$ cat src/rtl/cpu_pkg.sv
// Shared CPU definitions: sequencer state encoding, PC/instruction widths,
// opcode field position and the default halt opcode.
package cpu_pkg;

  localparam int PC_W       = 19;
  localparam int INSTR_W    = 32;
  localparam int RADDR_W    = PC_W - 2;
  localparam int OPCODE_LSB = 0;
  localparam int OPCODE_MSB = 5;
  localparam int OPCODE_W   = OPCODE_MSB - OPCODE_LSB + 1;

  localparam logic [OPCODE_W-1:0] DEFAULT_HALT_OPCODE = 6'h3F;

  typedef enum logic [2:0] {
    IDLE,
    ADDR,
    WAIT,
    LATCH,
    EXEC,
    UPDATE,
    HALT,
    PAUSE
  } state_t;

  // Word address of a byte-addressed PC.
  function automatic logic [RADDR_W-1:0] word_addr(input logic [PC_W-1:0] byte_addr);
    return byte_addr[PC_W-1:2];
  endfunction

  // Force a byte address onto a word boundary.
  function automatic logic [PC_W-1:0] align_pc(input logic [PC_W-1:0] byte_addr);
    return {byte_addr[PC_W-1:2], 2'b00};
  endfunction

endpackage

$ cat src/rtl/exec_watchdog.sv
// Execute-phase watchdog: counts cycles while enabled and flags expiry once
// the count reaches TIMEOUT_CYCLES-1. The count holds at that value.
module exec_watchdog #(
  parameter int TIMEOUT_CYCLES = 64
) (
  input  logic clk,
  input  logic rst_n,
  input  logic clear,
  input  logic enable,
  output logic expired
);

  localparam int CNT_W = $clog2(TIMEOUT_CYCLES + 1);
  localparam logic [CNT_W-1:0] LAST = CNT_W'(TIMEOUT_CYCLES - 1);

  logic [CNT_W-1:0] count_q;

  assign expired = (count_q == LAST);

  // Cycle counter: cleared before each execute, saturates at expiry.
  always_ff @(posedge clk or negedge rst_n) begin
    // NOTE: sequential state uses non-blocking (<=) so every flop samples the
    // pre-edge values regardless of statement order.
    if (!rst_n) begin
      count_q <= '0;
    end else if (clear) begin
      count_q <= '0;
    end else if (enable && !expired) begin
      count_q <= count_q + CNT_W'(1);
    end
  end

endmodule

$ cat src/rtl/fetch_sequencer.sv
// Fetch sequencer: owns the PC, fetches from synchronous instruction memory,
// issues run to the decode/execute unit and waits for its ok pulse.
// Optional single-step mode: define FETCH_SEQUENCER_STEP_EN to add the
// step input, the step_wait output and the PAUSE state.
module fetch_sequencer
  import cpu_pkg::*;
#(
  parameter logic [PC_W-1:0]     RESET_PC       = '0,
  parameter logic [OPCODE_W-1:0] HALT_OPCODE    = DEFAULT_HALT_OPCODE,
  parameter int                  TIMEOUT_CYCLES = 64
) (
  input  logic               clk,
  input  logic               rst_n,
  input  logic               start,
  input  logic               restart,
  output logic [RADDR_W-1:0] IMemory_raddr,
  input  logic [INSTR_W-1:0] IMemory_rdata,
  output logic [INSTR_W-1:0] instr,
  output logic [PC_W-1:0]    PC,
  output logic               run,
  input  logic               ok,
  input  logic [INSTR_W-1:0] PC_wdata,
  input  logic               PC_wren,
`ifdef FETCH_SEQUENCER_STEP_EN
  input  logic               step,
  output logic               step_wait,
`endif
  output logic               halted,
  output logic               fault,
  output logic [31:0]        retired
);

  state_t             state_q, state_d;
  logic               redir_pending;
  logic [RADDR_W-1:0] target_q;
  logic               wd_clear, wd_enable, wd_expired;
  logic               is_halt_word;

  // Upper redirect bits lie outside the 19-bit address space.
  logic unused_wdata_hi;
  assign unused_wdata_hi = ^PC_wdata[INSTR_W-1:PC_W];

  assign is_halt_word = (IMemory_rdata[OPCODE_MSB:OPCODE_LSB] == HALT_OPCODE);
  assign wd_clear     = (state_q == LATCH);
  assign wd_enable    = (state_q == EXEC);

  exec_watchdog #(
    .TIMEOUT_CYCLES(TIMEOUT_CYCLES)
  ) u_exec_watchdog (
    .clk    (clk),
    .rst_n  (rst_n),
    .clear  (wd_clear),
    .enable (wd_enable),
    .expired(wd_expired)
  );

  // State register.
  always_ff @(posedge clk or negedge rst_n) begin
    if (!rst_n) state_q <= IDLE;
    else        state_q <= state_d;
  end

  // Next-state logic; ok has priority over the watchdog in EXEC.
  always_comb begin
    // NOTE: default first so every path assigns state_d and no latch forms.
    state_d = state_q;
    case (state_q)
      IDLE:   if (start) state_d = ADDR;
      ADDR:   state_d = WAIT;
      WAIT:   state_d = LATCH;
      LATCH:  state_d = is_halt_word ? HALT : EXEC;
      EXEC: begin
        if (ok)              state_d = UPDATE;
        else if (wd_expired) state_d = HALT;
      end
`ifdef FETCH_SEQUENCER_STEP_EN
      UPDATE: state_d = start ? PAUSE : IDLE;
      PAUSE: begin
        if (!start)    state_d = IDLE;
        else if (step) state_d = ADDR;
      end
`else
      UPDATE: state_d = start ? ADDR : IDLE;
      PAUSE:  state_d = IDLE;
`endif
      HALT:   if (restart) state_d = IDLE;
      default: state_d = IDLE;
    endcase
  end

  // Datapath and registered outputs; run/halted follow the next state so
  // they change on the same edge as the transition.
  always_ff @(posedge clk or negedge rst_n) begin
    if (!rst_n) begin
      IMemory_raddr <= word_addr(RESET_PC);
      PC            <= align_pc(RESET_PC);
      instr         <= '0;
      run           <= 1'b0;
      halted        <= 1'b0;
      fault         <= 1'b0;
      retired       <= '0;
      redir_pending <= 1'b0;
      target_q      <= '0;
`ifdef FETCH_SEQUENCER_STEP_EN
      step_wait     <= 1'b0;
`endif
    end else begin
      run    <= (state_d == EXEC);
      halted <= (state_d == HALT);
`ifdef FETCH_SEQUENCER_STEP_EN
      step_wait <= (state_d == PAUSE);
`endif
      case (state_q)
        ADDR: IMemory_raddr <= word_addr(PC);
        LATCH: begin
          instr         <= IMemory_rdata;
          redir_pending <= 1'b0;
        end
        EXEC: begin
          // A strobe in the same cycle as ok still applies to this instruction.
          if (PC_wren) begin
            target_q      <= word_addr(PC_wdata[PC_W-1:0]);
            redir_pending <= 1'b1;
          end
          if (ok)              retired <= retired + 32'd1;
          else if (wd_expired) fault   <= 1'b1;
        end
        UPDATE: begin
          PC            <= redir_pending ? {target_q, 2'b00} : PC + PC_W'(4);
          redir_pending <= 1'b0;
        end
        HALT: begin
          if (restart) begin
            PC    <= align_pc(RESET_PC);
            fault <= 1'b0;
          end
        end
        default: ;
      endcase
    end
  end

endmodule

$ cat config.mk
export PLATFORM = sky130hd
export DESIGN_NAME = fetch_sequencer
export DESIGN_NICKNAME = d
export VERILOG_FILES = /design/src/rtl/cpu_pkg.sv /design/src/rtl/exec_watchdog.sv /design/src/rtl/fetch_sequencer.sv
export SDC_FILE = /design/constraint.sdc
export NUM_CORES = 1
export LEC_CHECK = 0
export CAP_MARGIN = 40
export CELL_PAD_IN_SITES_DETAIL_PLACEMENT = 1
export CELL_PAD_IN_SITES_GLOBAL_PLACEMENT = 2
export CORE_UTILIZATION = 26
export CTS_CLUSTER_DIAMETER = 40
export CTS_CLUSTER_SIZE = 10
export DETAILED_ROUTE_END_ITERATION = 16
export PLACE_DENSITY_LB_ADDON = 0.2
export SLEW_MARGIN = 20
export SYNTH_ARGS = -nofsm -noshare
export SYNTH_HDL_FRONTEND = slang
export SYNTH_HIERARCHICAL = 1
export SYNTH_SLANG_ARGS = --single-unit
$ cat constraint.sdc
create_clock -name clk -period 2.11 [get_ports clk]
set_input_delay 0.3165 -clock clk [delete_from_list [all_inputs] [get_ports clk]]
set_output_delay 0.3165 -clock clk [all_outputs]
set_load 0.01 [all_outputs]
==> results.txt <==
Run status: completed
Maximum clock rate: 0.509 GHz
Endpoint type of the worst setup path: flop
DRT antenna net count: 0
Net Sw Power: 3.63 mW
Critical-path cell list: ha_2 -> nand2_1 -> or3_4 -> inv_1 -> nand2b_1 -> a22oi_1 -> o21ai_0 -> o21ai_0 -> nor3b_2
Distinct cell type count of the synthesized netlist: 59
Area of combinational cells with multiple inputs: 2380 um^2
Global-route wire length before repair: 27000 um
Count of state elements after synthesis: 129
Area share of the largest cell type after synthesis: 56.3%
Relative contribution of sequential cells to total power: 35.7%
Required @ worst endpoint: 2.45 ns
Sink count of the clock tree: 129
Crit-path max cell delay: 0.39 ns
Layout fillers: 2351
Tcrit/Tclk final: 93.1%
Cell class contributing the biggest share of worst-path delay: simple AND/OR/NAND/NOR gates
Reg-to-reg startpoint: u_exec_watchdog/count_q[0]
Total global routing overflow: 0
Initial antenna violation count: 0
End of the worst register-to-register path: halted
Leakage Power: 3.74 nW
Ys Warns: 6
Floorplan die height: 150 um
Final estimated routing congestion in global placement: 0.746
Worst VDD drop: 0.548 mV
Crit path buf inv count: 1
Setup CP Type: reg -> reg
Clock tree from TritonCTS: built
DRC violations left: 0
IO buf count: 155
Finished Layout Cells: 1018
Pre-antenna DRT Iters: 4
# IOs: 173
Clock power share: 29.2%
Number of endpoints failing setup at the final stage: 0
Count of H-tree levels built during CTS: 4
Fraction of final layout cells with drive strength greater than 1: 17.2%
Fraction of the yosys area taken by sequential cells: 56.3%
Total die area: 22600 um^2
Total area of sequential cells: 3230 um^2
Setup slack of the worst register-to-register path: 0.15 ns
Average wire length per cell after detail routing: 15.8 um
Diodes inserted: 0
Largest driver fanout on the critical path: 4
Mean number of vias per cell: 4.56
Mapped cell area: 5730 um^2
Setup Total Neg Slack: 0 ns
Switching portion of total power: 32.3%
Floorplan row count: 53
Arrival time reported for the critical path endpoint: 2.30 ns
Number of enable flip-flop cells after synthesis: 0
Design internal power: 7.62 mW
Clock Pin Slew Worst Setup and Hold Paths: 0.06 ns
Std-Cell Core Area: 21300 um^2
Clock latency on the worst-skew pair: 0.42 ns
Final Total Pwr: 11.3 mW
Commonest register cell after synthesis: dfrtp_1
Max-capacitance violation count: 0
Category of the worst setup path launch point: flop
Hpwl dp: 11800 um
R2r worst-path depth: 9
Fin crit period: 1.96 ns
Critical Path Start: u_exec_watchdog/count_q[0]
Count of endpoints failing hold in the final timing report: 0
Critical-path cell with the highest stage delay: dfrtp_1
Biggest area consumer among synthesized cells: dfrtp_1
Layout Area Growth over Synthesis: 48.3%
Cell Pwr Density: 1320 nW/um^2
Count of routing violations after the opening detailed-route iteration: 143
Effective utilization at floorplan: 26.9%
Total Nets Final: 803
Vias in the first global route: 5226
Number of instances in the synthesized netlist: 543
Number of clock buffers inserted by TritonCTS: 17
Least-Margin Pin Slew: 0.551 ns
Maximum number of pins on one net before global-route repair: 47
Dpl cells: 985
Post-CTS setup buffer count: 0
Worst-case headroom to the max-slew limit: 63.2%
Number of max-slew violations in the final report: 0
Via Count: 4647
Number of buffers between clock root and the deepest sink: 2
Die boundary width: 150 um
Overall routed net length: 16100 um
GR Util All Layers: 15.5%
Clock Root Buffer: clkbuf_16
Average size of a mapped cell: 10.6 um^2
Final worst clock skew: 0.00894 ns
Setup repair after global routing missed its margin: false
Async SR Flop Fraction: 100%
Gate power share: 35.2%
Class of the worst hold path: in -> async
Ranking of synthesized cells by area: dfrtp_1 (56%), nand2_1 (8.4%), mux2_2 (6.9%)
Critical Path Most Common Cell: o21ai_0
==> cells by family after synthesis <==
logic type	synth area share, %
AO/OA/AOI/OAI	6.99
XOR/XNOR	5.61
adder cells (fa/ha/maj)	0.655
buffers and inverters	2.42
flip-flops	56.3
multiplexers	8.03
other	0.0654
AND/OR/NAND/NOR	19.9
==> synthesized netlist by cell type (all sizes together) (2+ instances only) <==
cell / number
and3: 9
buf: 8
nand4: 8
o21ai: 29
nand2b: 4
clkbuf: 16
dfrtp: 129
and2: 2
nor2: 35
and4: 3
a21oi: 11
nor4: 5
nand2: 128
a31oi: 2
inv: 7
nor2b: 7
xnor2: 21
mux2: 37
a22oi: 7
or3: 2
ha: 3
nand3: 18
o31a: 2
mux2i: 4
nor3b: 2
nor3: 10
a211oi: 2
xor2: 14
a32oi: 5
==> layout make-up <==
class,count,area share [%]
flip-flops and latches,129,38.0
inverters,8,0.353
clock buffers,17,5.00
clock inverters,15,2.71
repair buffers,191,21.9
well taps,275,4.05
multi-input cells,383,28.0
==> flip-flops by register name, indices dropped and copies added, names as in the netlist <==
register	flops
instr	32
IMemory_raddr	17
state_q	3
fault	1
redir_pending	1
target_q	17
u_exec_watchdog/count_q	7
halted	1
PC	17
run	1
retired	32
==> how the worst max path moves through the flow <==
stage | end | slack [ns] | cells after the start
2_1_floorplan | u_exec_watchdog/count_q[5] | 0.13 | 7
3_3_place_gp | retired[25] | -0.09 | 6
3_5_place_dp | retired[27] | -0.12 | 6
4_1_cts | retired[25] | 0.06 | 5
5_1_grt | halted | 0.003 | 9
6_report | halted | 0.15 | 9
==> cell usage in the layout (no fill, tap or decap), drive strengths merged, types with 2 or more instances in the layout <==
cell type	Yosys	routed
nor3b	2	2
clkinv	1	4
nor2	35	35
nand4	8	8
bufinv	0	5
a211oi	2	2
mux2i	4	4
o31a	2	2
conb	1	2
ha	3	3
mux2	37	37
a21oi	11	11
nand3	18	18
nand2	128	128
a22oi	7	7
or3	2	2
and3	9	9
and4	3	3
xnor2	21	21
inv	7	11
nor2b	7	7
dfrtp	129	129
xor2	14	14
buf	8	36
nand2b	4	4
nor3	10	10
and2	2	2
a31oi	2	2
nor4	5	5
clkdlybuf4s50	0	154
o21ai	29	29
clkinvlp	0	3
a32oi	5	5
clkbuf	16	17
==> through the flow <==
step	hold WS [ns]	util, %	setup WS [ns]	cell area, um^2
2_1_floorplan	0.0209	-	0.130	5730
3_3_place_gp	0.271	36.7	-0.0899	7820
3_5_place_dp	0.277	36.7	-0.116	7820
4_1_cts	0.399	39.9	0.0592	8490
5_1_grt	0.425	39.9	0.00290	8500
6_report	0.396	39.9	0.145	8500
==> per-layer routing <==
metal | wire (um) | track usage [%]
met5 | 0 | 0
met2 | 7640 | 25.3
met1 | 6950 | 18.5
met3 | 1320 | 6.18
met4 | 218 | 5.35
==> repair_timing <==
item | in CTS | in global routing
gates resized for setup | 0 | 3
hold endpoints to repair | 44 | 0
hold buffers | 1 | 0
endpoints found under the setup margin | 0 | 2
==> power groups by stage <==
stage	Clock (mW)	Sequential, mW	Combinational [mW]
6_report	3.29	4.01	3.96
5_1_grt	3.51	4.17	4.40
4_1_cts	3.39	4.03	4.04
3_5_place_dp	0	4.06	4.02
3_3_place_gp	0	4.01	3.91
2_1_floorplan	0	4.20	1.66
Power figures use the tool's default switching activity.
